[config.mk]
export PLATFORM = sky130hd
export DESIGN_NAME = hub_bus_slave_flat
export DESIGN_NICKNAME = d
export VERILOG_FILES = /design/src/rtl/hub_bus_pkg.sv /design/src/rtl/hub_bus_slave_if.sv /design/src/rtl/hub_lock_unit.sv /design/src/rtl/hub_bus_slave.sv /design/src/flat_wrapper.sv
export SDC_FILE = /design/constraint.sdc
export NUM_CORES = 1
export LEC_CHECK = 0
export CAP_MARGIN = 20
export CORE_AREA = 3 3 213 215
export DETAILED_ROUTE_END_ITERATION = 7
export DIE_AREA = 0 0 216 218
export SKIP_CTS_REPAIR_TIMING = 1
export SYNTH_ARGS = -nofsm -noshare
export SYNTH_HDL_FRONTEND = slang
export SYNTH_HIERARCHICAL = 1
export SYNTH_SLANG_ARGS = --single-unit
[constraint.sdc]
create_clock -name clk_cog -period 3.38 [get_ports clk_cog]
set_clock_uncertainty 0.2 [all_clocks]
set_input_delay 0.676 -clock clk_cog [delete_from_list [all_inputs] [get_ports clk_cog]]
set_output_delay 0.676 -clock clk_cog [all_outputs]
set_load 0.005 [all_outputs]
[src/rtl/hub_bus_pkg.sv]
// Shared constants, stage-register layout and byte-lane helpers for the hub bus slave.
package hub_bus_pkg;

  localparam logic [2:0] HUBOP_COGID   = 3'b001;
  localparam logic [2:0] HUBOP_LOCKNEW = 3'b100;
  localparam logic [2:0] HUBOP_LOCKRET = 3'b101;
  localparam logic [2:0] HUBOP_LOCKSET = 3'b110;
  localparam logic [2:0] HUBOP_LOCKCLR = 3'b111;

  localparam logic [1:0] SZ_BYTE = 2'b00;
  localparam logic [1:0] SZ_WORD = 2'b01;
  localparam logic [1:0] SZ_LONG = 2'b10;

  localparam int COG_W = 3;

  typedef struct packed {
    logic             valid;
    logic [COG_W-1:0] cog;
    logic             e;
    logic             w;
    logic [1:0]       s;
    logic [1:0]       a_lo;
    logic [2:0]       code;
    logic [2:0]       id;
  } stage_t;

  // Size code 11 falls through to the long case everywhere.
  function automatic logic [3:0] write_mask(input logic [1:0] s, input logic [1:0] a_lo);
    logic [3:0] m;
    case (s)
      SZ_BYTE: m = 4'b0001 << a_lo;
      SZ_WORD: m = a_lo[1] ? 4'b1100 : 4'b0011;
      default: m = 4'b1111;
    endcase
    return m;
  endfunction

  function automatic logic [31:0] write_data(input logic [1:0] s, input logic [31:0] d);
    logic [31:0] r;
    case (s)
      SZ_BYTE: r = {4{d[7:0]}};
      SZ_WORD: r = {2{d[15:0]}};
      default: r = d;
    endcase
    return r;
  endfunction

  function automatic logic [31:0] read_lane(input logic [1:0] s, input logic [1:0] a_lo,
                                            input logic [31:0] q);
    logic [31:0] r;
    case (s)
      SZ_BYTE: r = {24'h0, q[{a_lo, 3'b000} +: 8]};
      SZ_WORD: r = a_lo[1] ? {16'h0, q[31:16]} : {16'h0, q[15:0]};
      default: r = q;
    endcase
    return r;
  endfunction

endpackage

[src/rtl/hub_bus_slave_if.sv]
// Cog request buses plus the hub RAM port, bundled between the hub slave and its neighbours.
interface hub_bus_slave_if #(
  parameter int COGS = 8,
  parameter int AW   = 14
);
  logic [COGS-1:0]    bus_sel;
  logic [COGS-1:0]    bus_e;
  logic [COGS-1:0]    bus_w;
  logic [2*COGS-1:0]  bus_s;
  logic [16*COGS-1:0] bus_a;
  logic [32*COGS-1:0] bus_d;
  logic [31:0]        bus_q;
  logic               bus_c;
  logic [COGS-1:0]    bus_ack;
  logic               mem_en;
  logic               mem_we;
  logic [3:0]         mem_bm;
  logic [AW-1:0]      mem_a;
  logic [31:0]        mem_d;
  logic [31:0]        mem_q;

  modport slave (
    input  bus_sel, bus_e, bus_w, bus_s, bus_a, bus_d, mem_q,
    output bus_q, bus_c, bus_ack, mem_en, mem_we, mem_bm, mem_a, mem_d
  );

  // Cog side together with the RAM model that answers mem_q.
  modport master (
    output bus_sel, bus_e, bus_w, bus_s, bus_a, bus_d, mem_q,
    input  bus_q, bus_c, bus_ack, mem_en, mem_we, mem_bm, mem_a, mem_d
  );
endinterface

[src/rtl/hub_lock_unit.sv]
// Hardware lock pool: allocation and set/clear state, answered combinationally, updated on strobe.
module hub_lock_unit
  import hub_bus_pkg::*;
#(
  parameter int LOCKS = 8
) (
  input  logic        clk_cog,
  input  logic        nres,
  input  logic        stb_i,
  input  logic [2:0]  code_i,
  input  logic [2:0]  id_i,
  output logic [31:0] q_o,
  output logic        c_o
);
  logic [LOCKS-1:0] state_q, state_d;
  logic [LOCKS-1:0] alloc_q, alloc_d;
  logic             free_found;
  logic [2:0]       free_id;

  // Scan downwards so the lowest free id is the one left standing.
  always_comb begin
    free_found = 1'b0;
    free_id    = 3'd0;
    for (int i = LOCKS - 1; i >= 0; i--) begin
      if (!alloc_q[i]) begin
        free_found = 1'b1;
        free_id    = 3'(i);
      end
    end
  end

  always_comb begin
    state_d = state_q;
    alloc_d = alloc_q;
    q_o     = 32'h0;
    c_o     = 1'b0;
    case (code_i)
      HUBOP_LOCKNEW: begin
        if (free_found) begin
          q_o              = 32'(free_id);
          alloc_d[free_id] = 1'b1;
        end else begin
          q_o = 32'(LOCKS - 1);
          c_o = 1'b1;
        end
      end
      HUBOP_LOCKRET: begin
        q_o           = 32'(id_i);
        c_o           = &alloc_q;
        alloc_d[id_i] = 1'b0;
      end
      HUBOP_LOCKSET: begin
        q_o           = 32'(id_i);
        c_o           = state_q[id_i];
        state_d[id_i] = 1'b1;
      end
      HUBOP_LOCKCLR: begin
        q_o           = 32'(id_i);
        c_o           = state_q[id_i];
        state_d[id_i] = 1'b0;
      end
      default: ;
    endcase
  end

  always_ff @(posedge clk_cog or negedge nres) begin
    if (!nres) begin
      state_q <= '0;
      alloc_q <= '0;
    end else if (stb_i) begin
      state_q <= state_d;
      alloc_q <= alloc_d;
    end
  end

endmodule

[src/rtl/hub_bus_slave.sv]
// Round-robin hub responder: slot select + RAM issue in stage 1, result/ack in stage 2.
module hub_bus_slave
  import hub_bus_pkg::*;
#(
  parameter int COGS  = 8,
  parameter int AW    = 14,
  parameter int LOCKS = 8
) (
  input  logic           clk_cog,
  input  logic           nres,
  input  logic           ena_bus,
  hub_bus_slave_if.slave bus
);
  localparam int SW = $clog2(COGS);

  logic [1:0]  s_arr [COGS];
  logic [15:0] a_arr [COGS];
  logic [31:0] d_arr [COGS];

  for (genvar gi = 0; gi < COGS; gi++) begin : g_unpack
    assign s_arr[gi] = bus.bus_s[2*gi +: 2];
    assign a_arr[gi] = bus.bus_a[16*gi +: 16];
    assign d_arr[gi] = bus.bus_d[32*gi +: 32];
  end

  logic [SW-1:0]   slot_q;
  stage_t          st1_q, st1_d;
  logic            mem_en_q, mem_en_d;
  logic            mem_we_q, mem_we_d;
  logic [3:0]      mem_bm_q, mem_bm_d;
  logic [AW-1:0]   mem_a_q, mem_a_d;
  logic [31:0]     mem_d_q, mem_d_d;
  logic [31:0]     bus_q_q, bus_q_d;
  logic            bus_c_q, bus_c_d;
  logic [COGS-1:0] ack_q, ack_d;

  logic [15:0]     req_a;
  logic [31:0]     req_d;
  logic            lock_stb;
  logic [31:0]     lock_q;
  logic            lock_c;

  assign req_a = a_arr[slot_q];
  assign req_d = d_arr[slot_q];

  always_comb begin
    st1_d    = '0;
    mem_en_d = 1'b0;
    mem_we_d = 1'b0;
    mem_bm_d = 4'b0000;
    mem_d_d  = 32'h0;
    mem_a_d  = mem_a_q;
    if (bus.bus_sel[slot_q]) begin
      st1_d.valid = 1'b1;
      st1_d.cog   = COG_W'(slot_q);
      st1_d.e     = bus.bus_e[slot_q];
      st1_d.w     = bus.bus_w[slot_q];
      st1_d.s     = s_arr[slot_q];
      st1_d.a_lo  = req_a[1:0];
      st1_d.code  = req_a[2:0];
      st1_d.id    = req_d[2:0];
      if (!st1_d.e) begin
        mem_en_d = 1'b1;
        mem_we_d = st1_d.w;
        mem_a_d  = req_a[2 +: AW];
        if (st1_d.w) begin
          mem_bm_d = write_mask(st1_d.s, st1_d.a_lo);
          mem_d_d  = write_data(st1_d.s, req_d);
        end
      end
    end
  end

  // Results hold until the next completion; ack is a single-period pulse.
  always_comb begin
    bus_q_d  = bus_q_q;
    bus_c_d  = bus_c_q;
    ack_d    = '0;
    lock_stb = 1'b0;
    if (st1_q.valid) begin
      ack_d[st1_q.cog] = 1'b1;
      bus_c_d          = 1'b0;
      if (st1_q.e) begin
        lock_stb = ena_bus;
        case (st1_q.code)
          HUBOP_COGID: bus_q_d = 32'(st1_q.cog);
          HUBOP_LOCKNEW, HUBOP_LOCKRET, HUBOP_LOCKSET, HUBOP_LOCKCLR: begin
            bus_q_d = lock_q;
            bus_c_d = lock_c;
          end
          default: bus_q_d = 32'h0;
        endcase
      end else if (st1_q.w) begin
        bus_q_d = 32'h0;
      end else begin
        bus_q_d = read_lane(st1_q.s, st1_q.a_lo, bus.mem_q);
      end
    end
  end

  hub_lock_unit #(.LOCKS(LOCKS)) u_lock (
    .clk_cog (clk_cog),
    .nres    (nres),
    .stb_i   (lock_stb),
    .code_i  (st1_q.code),
    .id_i    (st1_q.id),
    .q_o     (lock_q),
    .c_o     (lock_c)
  );

  always_ff @(posedge clk_cog or negedge nres) begin
    if (!nres) begin
      slot_q   <= '0;
      st1_q    <= '0;
      mem_en_q <= 1'b0;
      mem_we_q <= 1'b0;
      mem_bm_q <= 4'b0000;
      mem_a_q  <= '0;
      mem_d_q  <= 32'h0;
      bus_q_q  <= 32'h0;
      bus_c_q  <= 1'b0;
      ack_q    <= '0;
    end else if (ena_bus) begin
      slot_q   <= slot_q + SW'(1);
      st1_q    <= st1_d;
      mem_en_q <= mem_en_d;
      mem_we_q <= mem_we_d;
      mem_bm_q <= mem_bm_d;
      mem_a_q  <= mem_a_d;
      mem_d_q  <= mem_d_d;
      bus_q_q  <= bus_q_d;
      bus_c_q  <= bus_c_d;
      ack_q    <= ack_d;
    end
  end

  assign bus.bus_q   = bus_q_q;
  assign bus.bus_c   = bus_c_q;
  assign bus.bus_ack = ack_q;
  assign bus.mem_en  = mem_en_q;
  assign bus.mem_we  = mem_we_q;
  assign bus.mem_bm  = mem_bm_q;
  assign bus.mem_a   = mem_a_q;
  assign bus.mem_d   = mem_d_q;

endmodule
[src/flat_wrapper.sv]
// flat-port wrapper written by rule: the top's interface ports become plain ports
module hub_bus_slave_flat import hub_bus_pkg::*;
#(
  parameter int COGS  = 8,
  parameter int AW    = 14,
  parameter int LOCKS = 8
)
  (clk_cog, nres, ena_bus, bus_bus_sel, bus_bus_e, bus_bus_w, bus_bus_s, bus_bus_a, bus_bus_d, bus_mem_q, bus_bus_q, bus_bus_c, bus_bus_ack, bus_mem_en, bus_mem_we, bus_mem_bm, bus_mem_a, bus_mem_d);
  hub_bus_slave_if #(.COGS(COGS), .AW(AW)) bus_i ();
  input  logic clk_cog;
  input  logic nres;
  input  logic ena_bus;
  input wire logic [$bits(bus_i.bus_sel)-1:0] bus_bus_sel;
  input wire logic [$bits(bus_i.bus_e)-1:0] bus_bus_e;
  input wire logic [$bits(bus_i.bus_w)-1:0] bus_bus_w;
  input wire logic [$bits(bus_i.bus_s)-1:0] bus_bus_s;
  input wire logic [$bits(bus_i.bus_a)-1:0] bus_bus_a;
  input wire logic [$bits(bus_i.bus_d)-1:0] bus_bus_d;
  input wire logic [$bits(bus_i.mem_q)-1:0] bus_mem_q;
  output wire logic [$bits(bus_i.bus_q)-1:0] bus_bus_q;
  output wire logic [$bits(bus_i.bus_c)-1:0] bus_bus_c;
  output wire logic [$bits(bus_i.bus_ack)-1:0] bus_bus_ack;
  output wire logic [$bits(bus_i.mem_en)-1:0] bus_mem_en;
  output wire logic [$bits(bus_i.mem_we)-1:0] bus_mem_we;
  output wire logic [$bits(bus_i.mem_bm)-1:0] bus_mem_bm;
  output wire logic [$bits(bus_i.mem_a)-1:0] bus_mem_a;
  output wire logic [$bits(bus_i.mem_d)-1:0] bus_mem_d;
  assign bus_i.bus_sel = bus_bus_sel;
  assign bus_i.bus_e = bus_bus_e;
  assign bus_i.bus_w = bus_bus_w;
  assign bus_i.bus_s = bus_bus_s;
  assign bus_i.bus_a = bus_bus_a;
  assign bus_i.bus_d = bus_bus_d;
  assign bus_i.mem_q = bus_mem_q;
  assign bus_bus_q = bus_i.bus_q;
  assign bus_bus_c = bus_i.bus_c;
  assign bus_bus_ack = bus_i.bus_ack;
  assign bus_mem_en = bus_i.mem_en;
  assign bus_mem_we = bus_i.mem_we;
  assign bus_mem_bm = bus_i.mem_bm;
  assign bus_mem_a = bus_i.mem_a;
  assign bus_mem_d = bus_i.mem_d;
  hub_bus_slave #(.COGS(COGS), .AW(AW), .LOCKS(LOCKS)) u_core (.clk_cog(clk_cog), .nres(nres), .ena_bus(ena_bus), .bus(bus_i));
endmodule
==> results.sh, run 1 <==
export IMPL_status="completed"
export IMPL_gr_total_overflow=0
export IMPL_r2r_slack_ns=0.53
export IMPL_htreeDepth=4
export IMPL_synth_area_leaders="dfrtp_1 (33%), mux4_2 (26%), mux2i_1 (5.4%)"
export IMPL_avgSynthCellArea_um2=10.8
export IMPL_cts_sink_count=126
export IMPL_whs_ns=0.107
export IMPL_post_route_period_util_pct=84.4
export IMPL_areaGrowthSynthToFinish_pct=72.6
export IMPL_reg2reg_from="u_core/slot_q[0]$_DFFE_PN0P_"
export IMPL_worst_ep_arrival_time_ns=2.93
export IMPL_io_pins=552
export IMPL_finalMaxSlewViolations=0
export IMPL_clk_latency_ns=0.42
export IMPL_worstPathRequired_ns=3.46
export IMPL_route_antenna_remaining_nets=0
export IMPL_finalHoldViolations=0
export IMPL_synth_top_area_share_pct=33.5
export IMPL_wire_per_inst_um=24.8
export IMPL_fin_crit_ns=2.85
export IMPL_synthCells=873
export IMPL_root_buffer="clkbuf_16"
export IMPL_dr_pass1_iters=5
export IMPL_seq_area_mm2=0.00316
export IMPL_setup_viol=0
export IMPL_yosysTopAreaCell="dfrtp_1"
export IMPL_dpl_hpwl_um=42200
export IMPL_peakVddDrop_mv=0.440
export IMPL_worstSetupPathType="register to register"
export IMPL_die_h_um=218
export IMPL_portBuffers=551
export IMPL_grt_antenna_before_repair=25
export IMPL_routed_wl_um=50200
export IMPL_grt_max_degree=77
export IMPL_cap_violations=0
export IMPL_clk_pin_slew_ns=0.06
export IMPL_dieArea_mm2=0.0471
export IMPL_worstPathMaxFanout=25
export IMPL_nets=1870
export IMPL_crit_start="u_core/slot_q[0]$_DFFE_PN0P_"
export IMPL_grt_pass1_vias=10000
export IMPL_worst_pin_slew_ns=0.774
export IMPL_cts_buffers_inserted=17
export IMPL_slowest_stage="dfrtp_4"
export IMPL_crit_path_start_kind="register"
export IMPL_grt_pass1_wl_um=70100
export IMPL_rows=77
export IMPL_yosys_warnings=6
export IMPL_layout_drive_gt1_share_pct=15.0
export IMPL_num_vias=9457
export IMPL_final_cell_count_no_fill=2025
export IMPL_cts_tree="yes"
export IMPL_tns_ns=0
export IMPL_synth_common_cells="dfrtp_1 (126), mux4_2 (107), inv_1 (67)"
export IMPL_cts_buffer_depth=2
export IMPL_fp_dieW_um=216
export IMPL_synth_cell_type_count=52
export IMPL_pwr_density_cell_mw_per_mm2=742
export IMPL_ys_seq_area_share_pct=33.5
export IMPL_synth_edf_count=0
export IMPL_max_freq_ghz=0.351
export IMPL_multi_input_area_mm2=0.00554
export IMPL_synth_async_reset_ratio_pct=100
export IMPL_synth_most_common_cell="dfrtp_1"
export IMPL_num_fill_cells=4449
export IMPL_rsz0062_at_grt="no"
export IMPL_min_path_type="primary input to async pin"
export IMPL_gp_congestion=0.870
export IMPL_via_per_inst=4.67
export IMPL_crit_top_cell="mux2i_1"
export IMPL_path_cells="buf_12 -> buf_4 -> mux4_2 -> mux2i_1 -> mux2i_1 -> nor2_1 -> o32ai_1"
export IMPL_fp_coreArea_mm2=0.0439
export IMPL_placedCellCount=1983
export IMPL_start_util_pct=21.4
export IMPL_drc=0
export IMPL_synth_ff_latch_count=126
export IMPL_slowest_delay_ns=0.63
export IMPL_endpoint_kind="register"
export IMPL_max_slew_margin_pct=48.2
export IMPL_dr_first_iter_drc_count=606
export IMPL_grtUsageTotal_pct=20.6
export IMPL_netlist_area_mm2=0.00942
export IMPL_p_leak_uw=0.00621
export IMPL_ys_flop_type="dfrtp_1"
==> state kept, by name, indices dropped and copies added, names as in the netlist, 3 cells and up, named ones only <==
name	cells
u_core/bus.mem_bm	4
u_core/bus.bus_q	32
u_core/slot_q	3
u_core/bus.bus_ack	8
u_core/bus.mem_d	32
u_core/u_lock/alloc_q	8
u_core/bus.mem_a	14
u_core/st1_q	14
==> metrics by stage <==
| step | cell area (um^2) | setup slack, ns | util (%) | total power [uW] |
|---|---|---|---|---|
| after floorplan | 9530 | 0.843 | - | 6730 |
| after global placement | 15600 | 0.236 | 35.6 | 10100 |
| after detailed placement | 15600 | 0.223 | 35.6 | 10200 |
| after CTS | 16200 | 0.500 | 37.0 | 12200 |
| after global routing | 16300 | 0.306 | 37.0 | 12900 |
| final | 16300 | 0.529 | 37.0 | 12100 |
==> critical path, delay by kind of cell, from the launching register on <==
family | cells | cell delay, ns
DFF | 1 | 0.63
muxes | 3 | 1.06
AOI/OAI and AO/OA | 1 | 0.12
buffers and inverters | 2 | 0.50
and+or+nand+nor | 1 | 0.18
==> cells by family (layout without fill, tap and decap cells) <==
kind of cell               Yosys count  after routing  share of synthesized area (%)
DFF                                126            126                           33.5
and+or+nand+nor                    158            158                           8.13
muxes                              175            175                           33.3
AOI/OAI and AO/OA                  237            237                           15.7
buffers and inverters              173            695                           9.00
other                                1             39                         0.0398
adders and majority gates            1              1                          0.133
xor gates and xnor gates             2              2                          0.186
==> power breakdown <==
part / total (uW) / switching, uW / internal, uW
Clock: 1940 / 734 / 1210
Sequential: 2680 / 588 / 2090
Combinational: 7440 / 3520 / 3920
==> worst paths after layout <==
kind	end	cells past startpoint
max	u_core/bus.mem_d[24]$_DFFE_PN0P_	7
min	u_core/bus.mem_a[11]$_DFFE_PN0P_	1
max reg2reg	u_core/bus.mem_d[24]$_DFFE_PN0P_	7
min reg2reg	u_core/bus.mem_a[0]$_DFFE_PN0P_	2
max in group asynchronous	u_core/bus.mem_bm[3]$_DFFE_PN0P_	2
min in group clk_cog	u_core/bus.mem_a[0]$_DFFE_PN0P_	2
==> layout make-up <==
cell class              instances  area share [%]
multi-input cells             602            34.1
flip-flops and latches        126            19.5
repair buffers                596            36.4
well taps                     592            4.55
clock inverters                12           0.985
inverters                      67            1.55
clock buffers                  20            2.81
diodes                         10           0.154
==> layout by cell type, fill, tap and decap left out, types with 3 or more instances in the layout <==
cell and n:
clkdlybuf4s50_1 549, dfrtp_1 123, mux4_2 107, inv_1 66, nor2_1 54, a21oi_1 54
o21ai_0 54, mux2i_1 50, nand2_1 41, o22ai_1 41, buf_4 39, conb_1 29
a22oi_1 23, clkbuf_16 17, o32ai_1 16, mux2_2 15, nand2b_1 13, nor2b_1 11
diode_2 10, a211oi_1 10, and2_1 9, o31ai_1 9, a31oi_1 8, nand4_1 8
nand3_1 6, buf_12 6, o311ai_0 5, clkinvlp_4 4, nor3_1 4, o41ai_1 4
bufinv_16 3, dfrtp_4 3
==> metal layers <==
layer,vias to the layer above,wire length [um],global-route usage [%],share of wire (%)
li1,4365,-,-,-
met1,4653,20600,25.1,41
met2,374,25100,34.9,50
met3,53,3490,6.21,7.0
met4,12,919,7.05,1.8
met5,-,79,0,0.16
Power figures use the tool's default switching activity.
==> inputs of run 2 (changes only) <==
- clock period: 3.38 -> 2.7 ns (I/O delays scaled with it)
==> results.sh, run 2 (same netlist as run 1, synthesis figures left out) <==
export IMPL_cts_buffers_inserted=17
export IMPL_via_per_inst=4.65
export IMPL_worstPathRequired_ns=2.81
export IMPL_reg2reg_from="u_core/slot_q[0]$_DFFE_PN0P_"
export IMPL_r2r_slack_ns=0.1
export IMPL_nets=1902
export IMPL_worstPathMaxFanout=22
export IMPL_p_seq_share_pct=20.6
export IMPL_io_pins=552
export IMPL_grtUsageTotal_pct=20.6
export IMPL_cts_buffer_depth=2
export IMPL_p_leak_uw=0.00645
export IMPL_grt_max_degree=61
export IMPL_rows=77
export IMPL_cts_tree="yes"
export IMPL_worstSetupPathType="register to register"
export IMPL_layout_drive_gt1_share_pct=17.1
export IMPL_switching_share_pct=39.3
export IMPL_finalMaxSlewViolations=0
export IMPL_root_buffer="clkbuf_16"
export IMPL_clk_pin_slew_ns=0.06
export IMPL_peakVddDrop_mv=0.420
export IMPL_hp_start="u_core/bus.mem_a[0]$_DFFE_PN0P_"
export IMPL_crit_path_start_kind="register"
export IMPL_dr_pass1_iters=5
export IMPL_final_common_cell="clkdlybuf4s50_1"
export IMPL_drc=0
export IMPL_worst_pin_slew_ns=0.616
export IMPL_worst_ep_arrival_time_ns=2.71
export IMPL_status="completed"
export IMPL_fp_coreArea_mm2=0.0439
export IMPL_fin_crit_ns=2.60
export IMPL_grt_antenna_before_repair=18
export IMPL_gp_congestion=0.884
export IMPL_endpoint_kind="register"
export IMPL_layout_common_cells="clkdlybuf4s50_1 (549), dfrtp_1 (123), mux4_2 (107)"
export IMPL_fp_dieW_um=216
export IMPL_pwr_density_cell_mw_per_mm2=947
export IMPL_grt_pass1_wl_um=69900
export IMPL_htreeDepth=4
export IMPL_clkPwrFrac_pct=15.0
export IMPL_comb_power_share_pct=64.4
export IMPL_cts_sink_count=126
export IMPL_dpl_hpwl_um=42600
export IMPL_cap_violations=0
export IMPL_route_antenna_remaining_nets=0
export IMPL_p_switching_uw=6210
export IMPL_r2r_end="u_core/bus.mem_d[29]$_DFFE_PN0P_"
export IMPL_wire_per_inst_um=24.6
export IMPL_rsz0062_at_grt="no"
export IMPL_max_freq_ghz=0.384
export IMPL_areaGrowthSynthToFinish_pct=77.1
export IMPL_dr_first_iter_drc_count=551
export IMPL_gr_total_overflow=0
export IMPL_max_slew_margin_pct=58.9
export IMPL_internal_power_uw=9600
export IMPL_place_area_mm2=0.0159
export IMPL_hold_path_depth=2
export IMPL_hold_end="u_core/bus.mem_a[0]$_DFFE_PN0P_"
export IMPL_portBuffers=551
export IMPL_min_path_type="register to register"
export IMPL_setup_viol=0
export IMPL_die_h_um=218
export IMPL_num_vias=9552
export IMPL_p_total_uw=15800
export IMPL_start_util_pct=21.4
export IMPL_fin_area_mm2=0.0167
export IMPL_routed_wl_um=50600
export IMPL_clk_latency_ns=0.41
export IMPL_dieArea_mm2=0.0471
export IMPL_post_route_period_util_pct=96.4
export IMPL_finalHoldViolations=0
export IMPL_r2r_cells=6
export IMPL_grt_pass1_vias=9962
[run 2: worst max-delay path: stages, from the launching register on]
cell	delay (ns)
dfrtp_4	0.52
buf_4	0.15
mux4_2	0.51
mux2i_4	0.20
or3b_1	0.42
buf_12	0.18
o32ai_1	0.30
[run 2: layer usage]
layer | routed length (um) | vias up | global-route usage [%]
met1 | 20800 | 4660 | 25.3
li1 | - | 4429 | -
met2 | 25300 | 391 | 35.6
met5 | 91 | - | 0
met4 | 840 | 12 | 5.14
met3 | 3510 | 60 | 5.92
[run 2: worst max path at each step]
stage	depth (start not counted)	end	slack [ns]	from
2_1_floorplan	8	u_core/bus.mem_d[20]$_DFFE_PN0P_	0.21	u_core/slot_q[0]$_DFFE_PN0P_
3_3_place_gp	6	u_core/bus.mem_d[11]$_DFFE_PN0P_	-0.23	bus_bus_e[1]
3_5_place_dp	6	u_core/bus.mem_d[11]$_DFFE_PN0P_	-0.32	bus_bus_e[1]
4_1_cts	7	u_core/bus.mem_d[26]$_DFFE_PN0P_	-0.07	u_core/slot_q[0]$_DFFE_PN0P_
5_1_grt	8	u_core/bus.mem_d[18]$_DFFE_PN0P_	0.01	u_core/slot_q[0]$_DFFE_PN0P_
6_report	6	u_core/bus.mem_d[29]$_DFFE_PN0P_	0.1	u_core/slot_q[0]$_DFFE_PN0P_
[run 2: layout make-up]
class	count	area [um^2]
flip-flops and latches	126	3160
clock buffers	18	439
fillers	4404	27200
multi-input cells	602	5560
inverters	67	251
well taps	592	741
diodes	7	17.5
clock inverters	14	168
repair buffers	628	6350
[run 2: power by group through the flow]
stage / clock [uW] / combinational, uW / sequential (uW)
6_report: 2370 / 10200 / 3260
5_1_grt: 2520 / 11000 / 3370
4_1_cts: 2450 / 10100 / 3270
3_5_place_dp: 0 / 10000 / 3300
3_3_place_gp: 0 / 9930 / 3280
2_1_floorplan: 0 / 5340 / 3090
[run 2: metrics by stage]
step                util (%)  cells  hold WS (ns)  worst slack [ns]  setup TNS, ns
CTS                     37.6   2040        -0.176           -0.0705         -0.187
finish                  38.0   2054         0.290            0.0963              0
floorplan                  -    901        0.0444             0.213              0
global placement        36.2   2008         0.267            -0.230          -7.12
global route            38.0   2053         0.305            0.0109              0
detailed placement      36.2   2008         0.280            -0.323          -8.61
